`src/rtl/reaction_pkg.sv`:
```
// reaction_pkg: shared types and constants for the reaction timer
package reaction_pkg;
  typedef enum logic [2:0] {IDLE, ARMED, GO, DONE, FOUL} state_t;
  typedef logic [3:0] bcd_digit_t;
  localparam logic [15:0] LFSR_SEED = 16'hACE1;
  localparam logic [15:0] LFSR_TAPS = 16'hB400;
  localparam logic [15:0] BCD_MAX = 16'h9999;
endpackage

```
`src/rtl/bcd_counter4.sv`:
```
// bcd_counter4: 4-digit cascaded BCD counter, sync clear, enable, saturates at 9999
//   clk, rst_n (async low) | clr: sync clear | en: count one step
//   value: BCD count [15:12] thousands .. [3:0] units | tc: value == 9999
module bcd_counter4
  import reaction_pkg::*;
(
  input  logic        clk,
  input  logic        rst_n,
  input  logic        clr,
  input  logic        en,
  output logic [15:0] value,
  output logic        tc
);
  logic [15:0] nxt;
  logic inc;
  bcd_digit_t d;
  assign tc = value == BCD_MAX;
  always_comb begin
    nxt = value;
    inc = 1'b1;
    d = '0;
    for (int i = 0; i < 4; i++) begin
      d = value[4*i +: 4];
      nxt[4*i +: 4] = inc ? (d == 4'd9 ? 4'd0 : d + 4'd1) : d;
      inc = inc && d == 4'd9;
    end
  end
  always_ff @(posedge clk or negedge rst_n)
    if (!rst_n) value <= '0;
    else if (clr) value <= '0;
    else if (en && !tc) value <= nxt;
endmodule

```
`src/rtl/reaction_timer_core.sv`:
```
// reaction_timer_core: random-delay reaction timer producing BCD milliseconds
//   clk, rst_n (async low) | start_btn, react_btn: raw debounced buttons
//   digits: BCD ms | led_go: GO lamp | busy: ARMED or GO | false_start: FOUL | overflow: sticky 9999 ms
//   REACTION_BEST_EN: adds best_ms, the fastest valid BCD time since reset
module reaction_timer_core
  import reaction_pkg::*;
#(
  parameter int TICK_DIV     = 100000,
  parameter int MIN_DELAY_MS = 1000,
  parameter int RAND_BITS    = 11
) (
  input  logic        clk,
  input  logic        rst_n,
  input  logic        start_btn,
  input  logic        react_btn,
  output logic [15:0] digits,
  output logic        led_go,
  output logic        busy,
  output logic        false_start,
  output logic        overflow
`ifdef REACTION_BEST_EN
  ,output logic [15:0] best_ms
`endif
);
  localparam int TW = TICK_DIV > 1 ? $clog2(TICK_DIV) : 1;
  localparam int DW = $clog2(MIN_DELAY_MS + 2**RAND_BITS);
  state_t state;
  logic [2:0] start_sr, react_sr;
  logic start_p, react_p;
  logic [15:0] lfsr;
  logic [TW-1:0] cnt;
  logic [DW-1:0] delay;
  logic tick, tc, to_armed, to_foul, to_go, ovf_hit, to_done;
  assign tick     = cnt == TW'(TICK_DIV - 1);
  assign to_armed = start_p && (state == IDLE || state == DONE || state == FOUL);
  assign to_foul  = react_p && state == ARMED;
  // delay is loaded one short, so GO lands exactly on the delay-th tick
  assign to_go    = state == ARMED && !react_p && tick && delay == '0;
  assign ovf_hit  = state == GO && !react_p && tick && tc;
  assign to_done  = state == GO && (react_p || ovf_hit);
  bcd_counter4 u_cnt (
    .clk   (clk),
    .rst_n (rst_n),
    .clr   (to_armed || to_foul),
    .en    (state == GO && tick && !react_p),
    .value (digits),
    .tc    (tc)
  );
  // 2-FF synchronizer plus edge register; pulse is registered so it lands 3 cycles after the raw edge
  always_ff @(posedge clk or negedge rst_n)
    if (!rst_n) begin
      start_sr <= '0;
      react_sr <= '0;
      start_p <= 1'b0;
      react_p <= 1'b0;
      lfsr <= LFSR_SEED;
      cnt <= '0;
    end else begin
      start_sr <= {start_sr[1:0], start_btn};
      react_sr <= {react_sr[1:0], react_btn};
      start_p <= start_sr[1] && !start_sr[2];
      react_p <= react_sr[1] && !react_sr[2];
      lfsr <= {1'b0, lfsr[15:1]} ^ (lfsr[0] ? LFSR_TAPS : 16'h0000);
      cnt <= (tick || to_armed || to_foul || to_go || to_done) ? '0 : cnt + TW'(1);
    end
  always_ff @(posedge clk or negedge rst_n)
    if (!rst_n) begin
      state <= IDLE;
      delay <= '0;
      led_go <= 1'b0;
      busy <= 1'b0;
      false_start <= 1'b0;
      overflow <= 1'b0;
    end else if (to_armed) begin
      state <= ARMED;
      delay <= DW'(MIN_DELAY_MS - 1) + DW'(lfsr[RAND_BITS-1:0]);
      busy <= 1'b1;
      false_start <= 1'b0;
      overflow <= 1'b0;
    end else if (to_foul) begin
      state <= FOUL;
      busy <= 1'b0;
      false_start <= 1'b1;
    end else if (to_go) begin
      state <= GO;
      led_go <= 1'b1;
    end else if (to_done) begin
      state <= DONE;
      led_go <= 1'b0;
      busy <= 1'b0;
      overflow <= ovf_hit;
    end else if (state == ARMED && tick) begin
      delay <= delay - DW'(1);
    end
`ifdef REACTION_BEST_EN
  logic done_p;
  // valid BCD orders the same as binary, so a plain compare picks the faster time
  always_ff @(posedge clk or negedge rst_n)
    if (!rst_n) begin
      done_p <= 1'b0;
      best_ms <= BCD_MAX;
    end else begin
      done_p <= state == GO && react_p;
      if (done_p && digits < best_ms) best_ms <= digits;
    end
`endif
endmodule

```
`config.mk`:
```
export PLATFORM = sky130hd
export DESIGN_NAME = reaction_timer_core
export DESIGN_NICKNAME = d
export VERILOG_FILES = /design/src/rtl/reaction_pkg.sv /design/src/rtl/bcd_counter4.sv /design/src/rtl/reaction_timer_core.sv
export SDC_FILE = /design/constraint.sdc
export NUM_CORES = 1
export LEC_CHECK = 0
export CORE_UTILIZATION = 47
export CTS_CLUSTER_DIAMETER = 200
export DETAILED_ROUTE_END_ITERATION = 10
export DONT_BUFFER_PORTS = 1
export GPL_ROUTABILITY_DRIVEN = 0
export PLACE_DENSITY = 0.68
export SYNTH_ARGS = -nofsm -noshare
export SYNTH_HDL_FRONTEND = slang
export SYNTH_SLANG_ARGS = --single-unit
export TNS_END_PERCENT = 5
```
`constraint.sdc`:
```
create_clock -name clk -period 3.6 [get_ports clk]
set_input_delay 0.18 -clock clk [delete_from_list [all_inputs] [get_ports clk]]
set_output_delay 0.18 -clock clk [all_outputs]
set_load 0.01 [all_outputs]
```
-- Word level (Yosys, flattened, before mapping)
Cells that the tools add are included.
- output and inout port bits: 20
- input bits: 4
- register bits after elaboration: 76
- reduce and logical (&&, ||, !) cells: 48
- bitwise operators: 3
- add/subtract/negate cells: 7
- multiplexer cells: 31
- eq/ne operators: 14
- operators by type and width (kind ; count):
    2-to-1 mux 12 bit ; 5
    2-to-1 mux 16 bit ; 3
    2-to-1 mux 4 bit ; 7
    adder 17 x 1 -> 17 bit, second input constant ; 1
    equality test 17 bit, second input constant ; 1
    logical AND 1 bit ; 17
    2-to-1 mux 17 bit ; 1
    adder 4 x 1 -> 4 bit, second input constant ; 4
    equality test 16 bit, second input constant ; 1
    equality test 4 bit, second input constant ; 4
    nonzero test 2 bit ; 8
    bitwise XOR 15 x 16 -> 16 bit ; 1
    adder 10 x 11 -> 12 bit, first input constant ; 1
    zero test 12 bit ; 1
    2-to-1 mux 3 bit ; 4
    subtractor 12 x 1 -> 12 bit, second input constant ; 1
    2-to-1 mux 1 bit ; 11
    logical OR 1 bit ; 8
    AND reduction 2 bit ; 4
    equality test 3 x 2 -> 1 bit, second input constant ; 2
    != test 2 bit, second input constant ; 3
    AND reduction 3 bit ; 2
    zero test 1 bit ; 4
    AND reduction 4 bit ; 1
    7 further kinds ; 8

-- Longest topological paths before layout
Gate-level depths: netlist of the first run.
- depth in word-level cells: 10
- mapped depth: 8
- depth with buffers taken out: 7

-- Modules after synthesis
From an unflattened synthesis of the first run, not the netlist that was laid out.
- cell total of the unflattened synthesis: 377
- area total of the unflattened synthesis: 3834.9 sq um
- modules (own cells, without submodules) (module ; times used ; cells each ; area each (sq um)):
    reaction_timer_core ; 1 ; 272 ; 2847.7
    bcd_counter4 ; 1 ; 105 ; 987.2

-- Least setup slack after synthesis of the first run
Ideal clock, no wire load.
- path kind: reg-to-reg
- start: register cnt[0]
- end: register u_cnt.value[6]
- required time: 3.497 ns
- period minus slack after synthesis: 1.992 ns
- arrival: 1.889 ns
- stages on the path, launching flop included: 7
- path slack: 1.608 ns
- buffers on the path: 1
- cells stage by stage: dfrtp_1 -> ha_1 -> and4_1 -> nand4_2 -> or4_1 -> buf_2 -> o41ai_2
- longest elaborated chain between the ends: 6
- RTL lines (item ; RTL line ; text):
    start: declaration ; reaction_timer_core.sv:31 ; logic [TW-1:0] cnt;
    start signal: assignment ; reaction_timer_core.sv:64 ; cnt <= (tick || to_armed || to_foul || to_go || to_done) ? '0 : cnt + TW'(1);
    equality test 17 bit ; reaction_timer_core.sv:34 ; assign tick = cnt == TW'(TICK_DIV - 1);
    logical AND 1 bit (2 in a row) ; reaction_timer_core.sv:45 ; .en (state == GO && tick && !react_p),
    logical AND 1 bit ; bcd_counter4.sv:31 ; else if (en && !tc) value <= nxt;
    nonzero test 2 bit (no line) ; n/a ;
    AND reduction 2 bit (no line) ; n/a ;
    end signal: assignment ; bcd_counter4.sv:31 ;
    end: declaration ; bcd_counter4.sv:11 ; output logic [15:0] value,
No other way between the ends.
A chain may end at the register's enable or synchronous reset.

-- Final worst setup path of the first run
Same ends and word-level chain as after synthesis.

==> results of run 1 <==
[sequential cells by signal (all words and copies together), names as in the netlist, 3 cells and up]
register and flops:
lfsr 16, delay 12, start_sr 3, state 3, cnt 17, u_cnt.value 16
react_sr 3
[cell usage in the layout, fill, tap and decap left out, drive strengths merged, types with 4 or more instances in the layout]
cell type  instances
ha                12
nor3               4
a21oi             15
clkbuf             9
dfrtp             68
nor4              12
dfstp              8
and3b              4
nand4              7
xor2              16
nand3             10
and3               4
or4                4
inv               15
nor2              48
xnor2             19
or3                8
nand2b             4
nand3b             6
mux2i              6
nand2             23
o21ai              6
[cell type report]
cell class | instances | area [sq um]
Fill cell | 680 | 3600
Inverter | 13 | 48.8
Sequential cell | 76 | 1910
Timing Repair Buffer | 6 | 72.6
Clock buffer | 9 | 124
Tap cell | 102 | 128
Multi-Input combinational cell | 258 | 1810
Clock inverter | 7 | 73.8
[stage by stage]
| stage | util [%] | instance area, sq um | hold WS, ns | total power (W) |
|---|---|---|---|---|
| 2_1_floorplan | - | 3800 | -0.116 | 0.00121 |
| 3_3_place_gp | 50.4 | 3910 | -0.113 | 0.00127 |
| 3_5_place_dp | 50.4 | 3910 | -0.112 | 0.00128 |
| 4_1_cts | 53.7 | 4170 | 0.352 | 0.00196 |
| 5_1_grt | 53.7 | 4170 | 0.362 | 0.00205 |
| 6_report | 53.7 | 4170 | 0.351 | 0.00194 |
[report_power, final]
part	internal (W)	switching, W	total [W]
logic	0.000113	0.000167	0.000281
clock network	0.000324	0.000328	0.000651
registers	0.000933	0.0000761	0.00101
total	0.00137	0.000571	0.00194
[cells by family after synthesis]
group / after synthesis / synth area share [%]
DFF: 76 / 50.3
and+or+nand+nor: 156 / 24.8
xor gates and xnor gates: 35 / 8.07
AOI/OAI and AO/OA: 48 / 8.82
muxes: 7 / 1.88
buffers and inverters: 21 / 2.14
adders and majority gates: 12 / 3.95
[critical path, cell delays in order, from the launching register on]
cell and delay, ns:
dfrtp_1 0.39, ha_1 0.21, and4_1 0.31, nand4_2 0.39
or4_1 0.76, o41ai_2 0.31
[worst max-delay path by stage]
stage                          start                    endpoint  cells after the start
global route        cnt[0]$_DFF_PN0_  u_cnt.value[6]$_DFFE_PN0P_                      5
global placement    cnt[0]$_DFF_PN0_  u_cnt.value[6]$_DFFE_PN0P_                      6
detailed placement  cnt[0]$_DFF_PN0_  u_cnt.value[6]$_DFFE_PN0P_                      5
finish              cnt[0]$_DFF_PN0_  u_cnt.value[6]$_DFFE_PN0P_                      5
floorplan           cnt[0]$_DFF_PN0_  u_cnt.value[6]$_DFFE_PN0P_                      6
CTS                 cnt[0]$_DFF_PN0_  u_cnt.value[6]$_DFFE_PN0P_                      5
[timing repair]
action                                  CTS  global route
endpoints found under the setup margin    0             0
hold buffers                              4             0
hold endpoints to repair                 78             0
[per-layer routing]
metal,wire length (um),GRT usage (%),vias up
li1,-,-,1289
met2,3470,30.3,57
met5,0,0,-
met1,3360,25.1,1307
met4,111,7.55,0
met3,292,3.32,12
==> metrics.md, run 1 <==
| Metric | Value |
|---|---|
| Run status | `completed` |
| Setup_tns | `0 ns` |
| Setup crit start kind | `register` |
| Post-synth net total | `between 300 and 400` |
| Setup Skew | `around 0.012 ns` |
| Initial Util | `48.9%` |
| Slack of the critical path | `1.13 ns` |
| Post-Syn Instances | `between 300 and 400` |
| Tmin final | `around 2.5 ns` |
| DRC Markers | `0` |
| Worst hold stages | `0` |
| Most frequent cells after synthesis | `dfrtp_1 (68), nor2_1 (48), nand2_1 (23), xnor2_1 (19), xor2_1 (16)` |
| Clk pin slew, worst setup/hold paths | `roughly 0.080 ns` |
| TritonCTS clock tree | `built` |
| CTS root buf | `clkbuf_8` |
| Grt total ovfl | `0` |
| Critical R2R Launch | `cnt[0]$_DFF_PN0_` |
| Pre-antenna DRT Iters | `4` |
| #FFs+latches synth | `76` |
| CP max FO | `15` |
| Slew Limit Headroom | `between 30% and 40%` |
| Final max-slew violation count | `0` |
| Ports | `24` |
| Most numerous cell in the Yosys netlist | `dfrtp_1` |
| H-tree levels | `3` |
| Port bufs | `0` |
| Drt initial violations | `~150` |
| Synth top area cells | `dfrtp_1 (45%), dfstp_2 (5.5%), nor2_1 (4.7%)` |
| Yosys top cell by area | `dfrtp_1` |
| Final setup fails | `0` |
| Hold path endpoint | `react_sr[1]$_DFF_PN0_` |
| Core Box Area | `roughly 0.0078 sq mm` |
| CP Class | `reg2reg` |
| VDD IR max | `approximately 0.24 mV` |
| R2R Setup Slk | `between 1 and 1.5 ns` |
| Top FF cell, synth | `dfrtp_1` |
| Final antenna-violating net count | `0` |
| PostCTS Resize Cnt | `0` |
| Leakage power | `about 1.8 nW` |
| Mapped Area | `0.00380 sq mm` |
| Hold wc startpoint | `react_sr[0]$_DFF_PN0_` |
| RSZ-0062 raised after global routing | `false` |
| N_diodes | `0` |
| Yosys warnings | `0` |
| Yosys top cell area share | `44.8%` |
| Number of flops mapped to enable cells by yosys | `0` |
| Largest net degree at the start of global routing | `77` |
| Die width | `91.9 um` |
| CP endpoint kind | `register` |
| Initial antenna violation count | `0` |
| Total CTS buffers | `9` |
| Fraction of registers with async set/reset | `100%` |
| Area grow syn2layout | `9.71%` |
| Critical Path AT | `about 2.7 ns` |
| Max Root-Sink Buffers | `2` |
| Crit share post-route | `approximately 69%` |
| Mean post-synth cell area | `roughly 11 sq um` |
| Slew @ Worst Pin | `between 0.9 and 1 ns` |
| WP data required | `slightly below 4 ns` |
| Crit Reg-Reg Endpoint | `u_cnt.value[6]$_DFFE_PN0P_` |
| Rows | `32` |
| Final wirelength | `7230 um` |
| Worst-Skew Late Latency | `around 0.35 ns` |
| Vias per inst | `5.66` |
| Die footprint | `~0.0084 sq mm` |
| Layout cells sized above 1 | `13.3%` |
| Hold crit path type | `reg2reg` |
| Reg2Reg Depth | `5` |
| DP Wirelength | `around 5000 um` |
| Post-Place Worst Slack | `approximately 1.1 ns` |
| Vias in the first global route | `between 2000 and 3000` |
| Chip Height | `between 90 and 100 um` |
| Final hold vios | `0` |
| Post-route insts no fill | `roughly 470` |
| Vias | `2665` |
| Cells after DPL | `approximately 450` |
| Synth cell types | `60` |
| Power Density | `466 mW/mm^2` |
| Setup Fix Bufs, Post-CTS | `0` |
| F_max | `approximately 400 MHz` |
| Total Routing Usage GR | `between 10% and 20%` |
| Final nets | `380` |
| First-pass GRT wire length | `roughly 12000 um` |
| DR WL/cell | `between 15 and 20 um` |
| Clk sink count | `between 70 and 80` |
| Max-cap violation count | `0` |
| Register area share after synthesis | `between 50% and 60%` |
(Power assumes the default switching activity.)
==> run 2: changes to the inputs <==
- clock period: 3.6 -> 2.4 ns (I/O delays scaled with it)
==> metrics.md, run 2 (same netlist as run 1, synthesis figures left out) <==
| Metric | Value |
|---|---|
| Reg with most FFs | `cnt` |
| Slew @ Worst Pin | `0.663 ns (-0.323 ns)` |
| Leakage power | `1.79 nW (+0.99%)` |
| CP Class | `reg2reg` |
| DR WL/cell | `14.9 um (-3.2%)` |
| F_max | `453 MHz (+12%)` |
| Largest regs | `cnt (17), lfsr (16), u_cnt.value (16)` |
| Leading cell types in the layout, fill and taps excluded | `dfrtp_1 (68), nor2_1 (48), nand2_1 (23), xnor2_1 (19), xor2_1 (16)` |
| Initial antenna violation count | `0 (unchanged)` |
| Layout cells sized above 1 | `14.7% (+1.4 points)` |
| Max Root-Sink Buffers | `2 (unchanged)` |
| Run status | `completed` |
| Fillers | `689 (+1.3%)` |
| CP endpoint kind | `register` |
| Pwr Total | `0.00284 W (+46%)` |
| Design Area, Final | `0.00420 sq mm (+0.69%)` |
| Rows | `32 (unchanged)` |
| Pre-antenna DRT Iters | `5 (+1)` |
| Setup Skew | `0.0141 ns (+0.00178 ns)` |
| Setup crit start kind | `register` |
| VDD IR max | `0.401 mV (+70%)` |
| WP data required | `2.65 ns (-1.20 ns)` |
| Area after DPL | `0.00396 sq mm (+1.2%)` |
| Total Routing Usage GR | `18.3% (-0.49 points)` |
| Final nets | `386 (+1.6%)` |
| Core Box Area | `0.00777 sq mm (unchanged)` |
| CP max FO | `6 (-9)` |
| Final antenna-violating net count | `0 (unchanged)` |
| Clk pin slew, worst setup/hold paths | `0.09 ns (about the same)` |
| Grt met1 use | `24.9% (-0.20 points)` |
| Post-Place Worst Slack | `0.187 ns (-0.940 ns)` |
| Drt initial violations | `113 (-23%)` |
| Final max-slew violation count | `0 (unchanged)` |
| PostCTS Resize Cnt | `0 (unchanged)` |
| Clk sink count | `76 (unchanged)` |
| GR peak layer | `met2` |
| Hold_ws | `0.293 ns (-0.0577 ns)` |
| Vias in the first global route | `2644 (+0.80%)` |
| Ports | `24 (unchanged)` |
| Tmin final | `2.21 ns (-0.265 ns)` |
| CTS root buf | `clkbuf_8` |
| Max-cap violation count | `0 (unchanged)` |
| Vias per inst | `5.65 (-0.15%)` |
| N_diodes | `0 (unchanged)` |
| First-pass GRT wire length | `12200 um (-1.2%)` |
| Grt total ovfl | `0 (unchanged)` |
| Power Density | `676 mW/mm^2 (+45%)` |
| Setup_tns | `0 ns (unchanged)` |
| Final wirelength | `7090 um (-2.0%)` |
| Area grow syn2layout | `10.5%` |
| Met2 global-route usage | `29.0% (-1.3 points)` |
| Port bufs | `0 (unchanged)` |
| DRC Markers | `0 (unchanged)` |
| Most common cell after layout, fill and taps aside | `dfrtp_1` |
| Die width | `91.9 um (unchanged)` |
| TritonCTS clock tree | `built` |
| Final hold vios | `0 (unchanged)` |
| GR Util met3 | `3.48% (+0.17 points)` |
| Slack of the critical path | `0.195 ns (-0.935 ns)` |
| RSZ-0062 raised after global routing | `false` |
| Vias | `2695 (+1.1%)` |
| Total CTS buffers | `9 (unchanged)` |
| Worst-Skew Late Latency | `0.35 ns (about the same)` |
| Largest net degree at the start of global routing | `77 (unchanged)` |
| Final setup fails | `0 (unchanged)` |
| Slew Limit Headroom | `55.7% (+21 points)` |
| Critical Path AT | `2.46 ns (-0.26 ns)` |
| Die footprint | `0.00845 sq mm (unchanged)` |
| Crit share post-route | `91.9% (+23 points)` |
| Hold crit path type | `in2async` |
| Chip Height | `91.9 um (unchanged)` |
| Initial Util | `48.9% (unchanged)` |
| H-tree levels | `3 (unchanged)` |
| DP Wirelength | `4930 um (+1.0%)` |
| Max reg flops | `17 (unchanged)` |
[run 2: worst max-delay path, cell delays in order (launching register included)]
cell and delay [ns]:
dfrtp_1 0.38, ha_1 0.21, and4_1 0.33, nand4_2 0.18, or4_1 0.69, o41ai_2 0.33
[run 2: worst paths after layout]
check	from	end	slack, ns	cells past startpoint
worst max-delay path	cnt[0]$_DFF_PN0_	u_cnt.value[6]$_DFFE_PN0P_	0.19	5
worst min-delay path	rst_n	false_start$_DFFE_PN0N_	0.29	2
worst max register to register	cnt[0]$_DFF_PN0_	u_cnt.value[6]$_DFFE_PN0P_	0.19	5
worst min register to register	start_sr[0]$_DFF_PN0_	start_sr[1]$_DFF_PN0_	0.36	0
max in group asynchronous	rst_n	lfsr[11]$_DFF_PN1_	1.73	2
min in group clk	start_btn	start_sr[0]$_DFF_PN0_	0.32	1
[run 2: what timing repair did]
item,CTS,global route
buffers inserted,0,0
hold buffers,4,0
hold endpoints to repair,78,0
endpoints found under the setup margin,0,0
[run 2: per-layer routing]
layer,wire length [um],up-vias
met1,3370,1330
met2,3350,49
met5,0,-
met4,100,0
met3,268,8
li1,-,1308
[run 2: layout make-up]
cell class / instances / area [sq um] / share of cell area, %
clock buffers: 9 / 124 / 2.95
clock inverters: 7 / 57.6 / 1.37
inverters: 13 / 48.8 / 1.16
multi-input cells: 258 / 1810 / 43.1
flip-flops and latches: 76 / 1910 / 45.5
well taps: 102 / 128 / 3.04
repair buffers: 12 / 118 / 2.80
[run 2: where the power goes]
group          switching [W]  internal, W  leakage, nW
clock network       0.000514     0.000391       0.0886
logic               0.000248     0.000173        0.739
registers           0.000113      0.00140        0.961
total               0.000875      0.00196         1.79
[run 2: through the flow]
| step | std cells | util, % |
|---|---|---|
| global placement | 457 | 51.0 |
| detailed placement | 457 | 51.0 |
| finish | 477 | 54.0 |
| CTS | 477 | 54.0 |
| global route | 477 | 54.0 |
| floorplan | 355 | - |
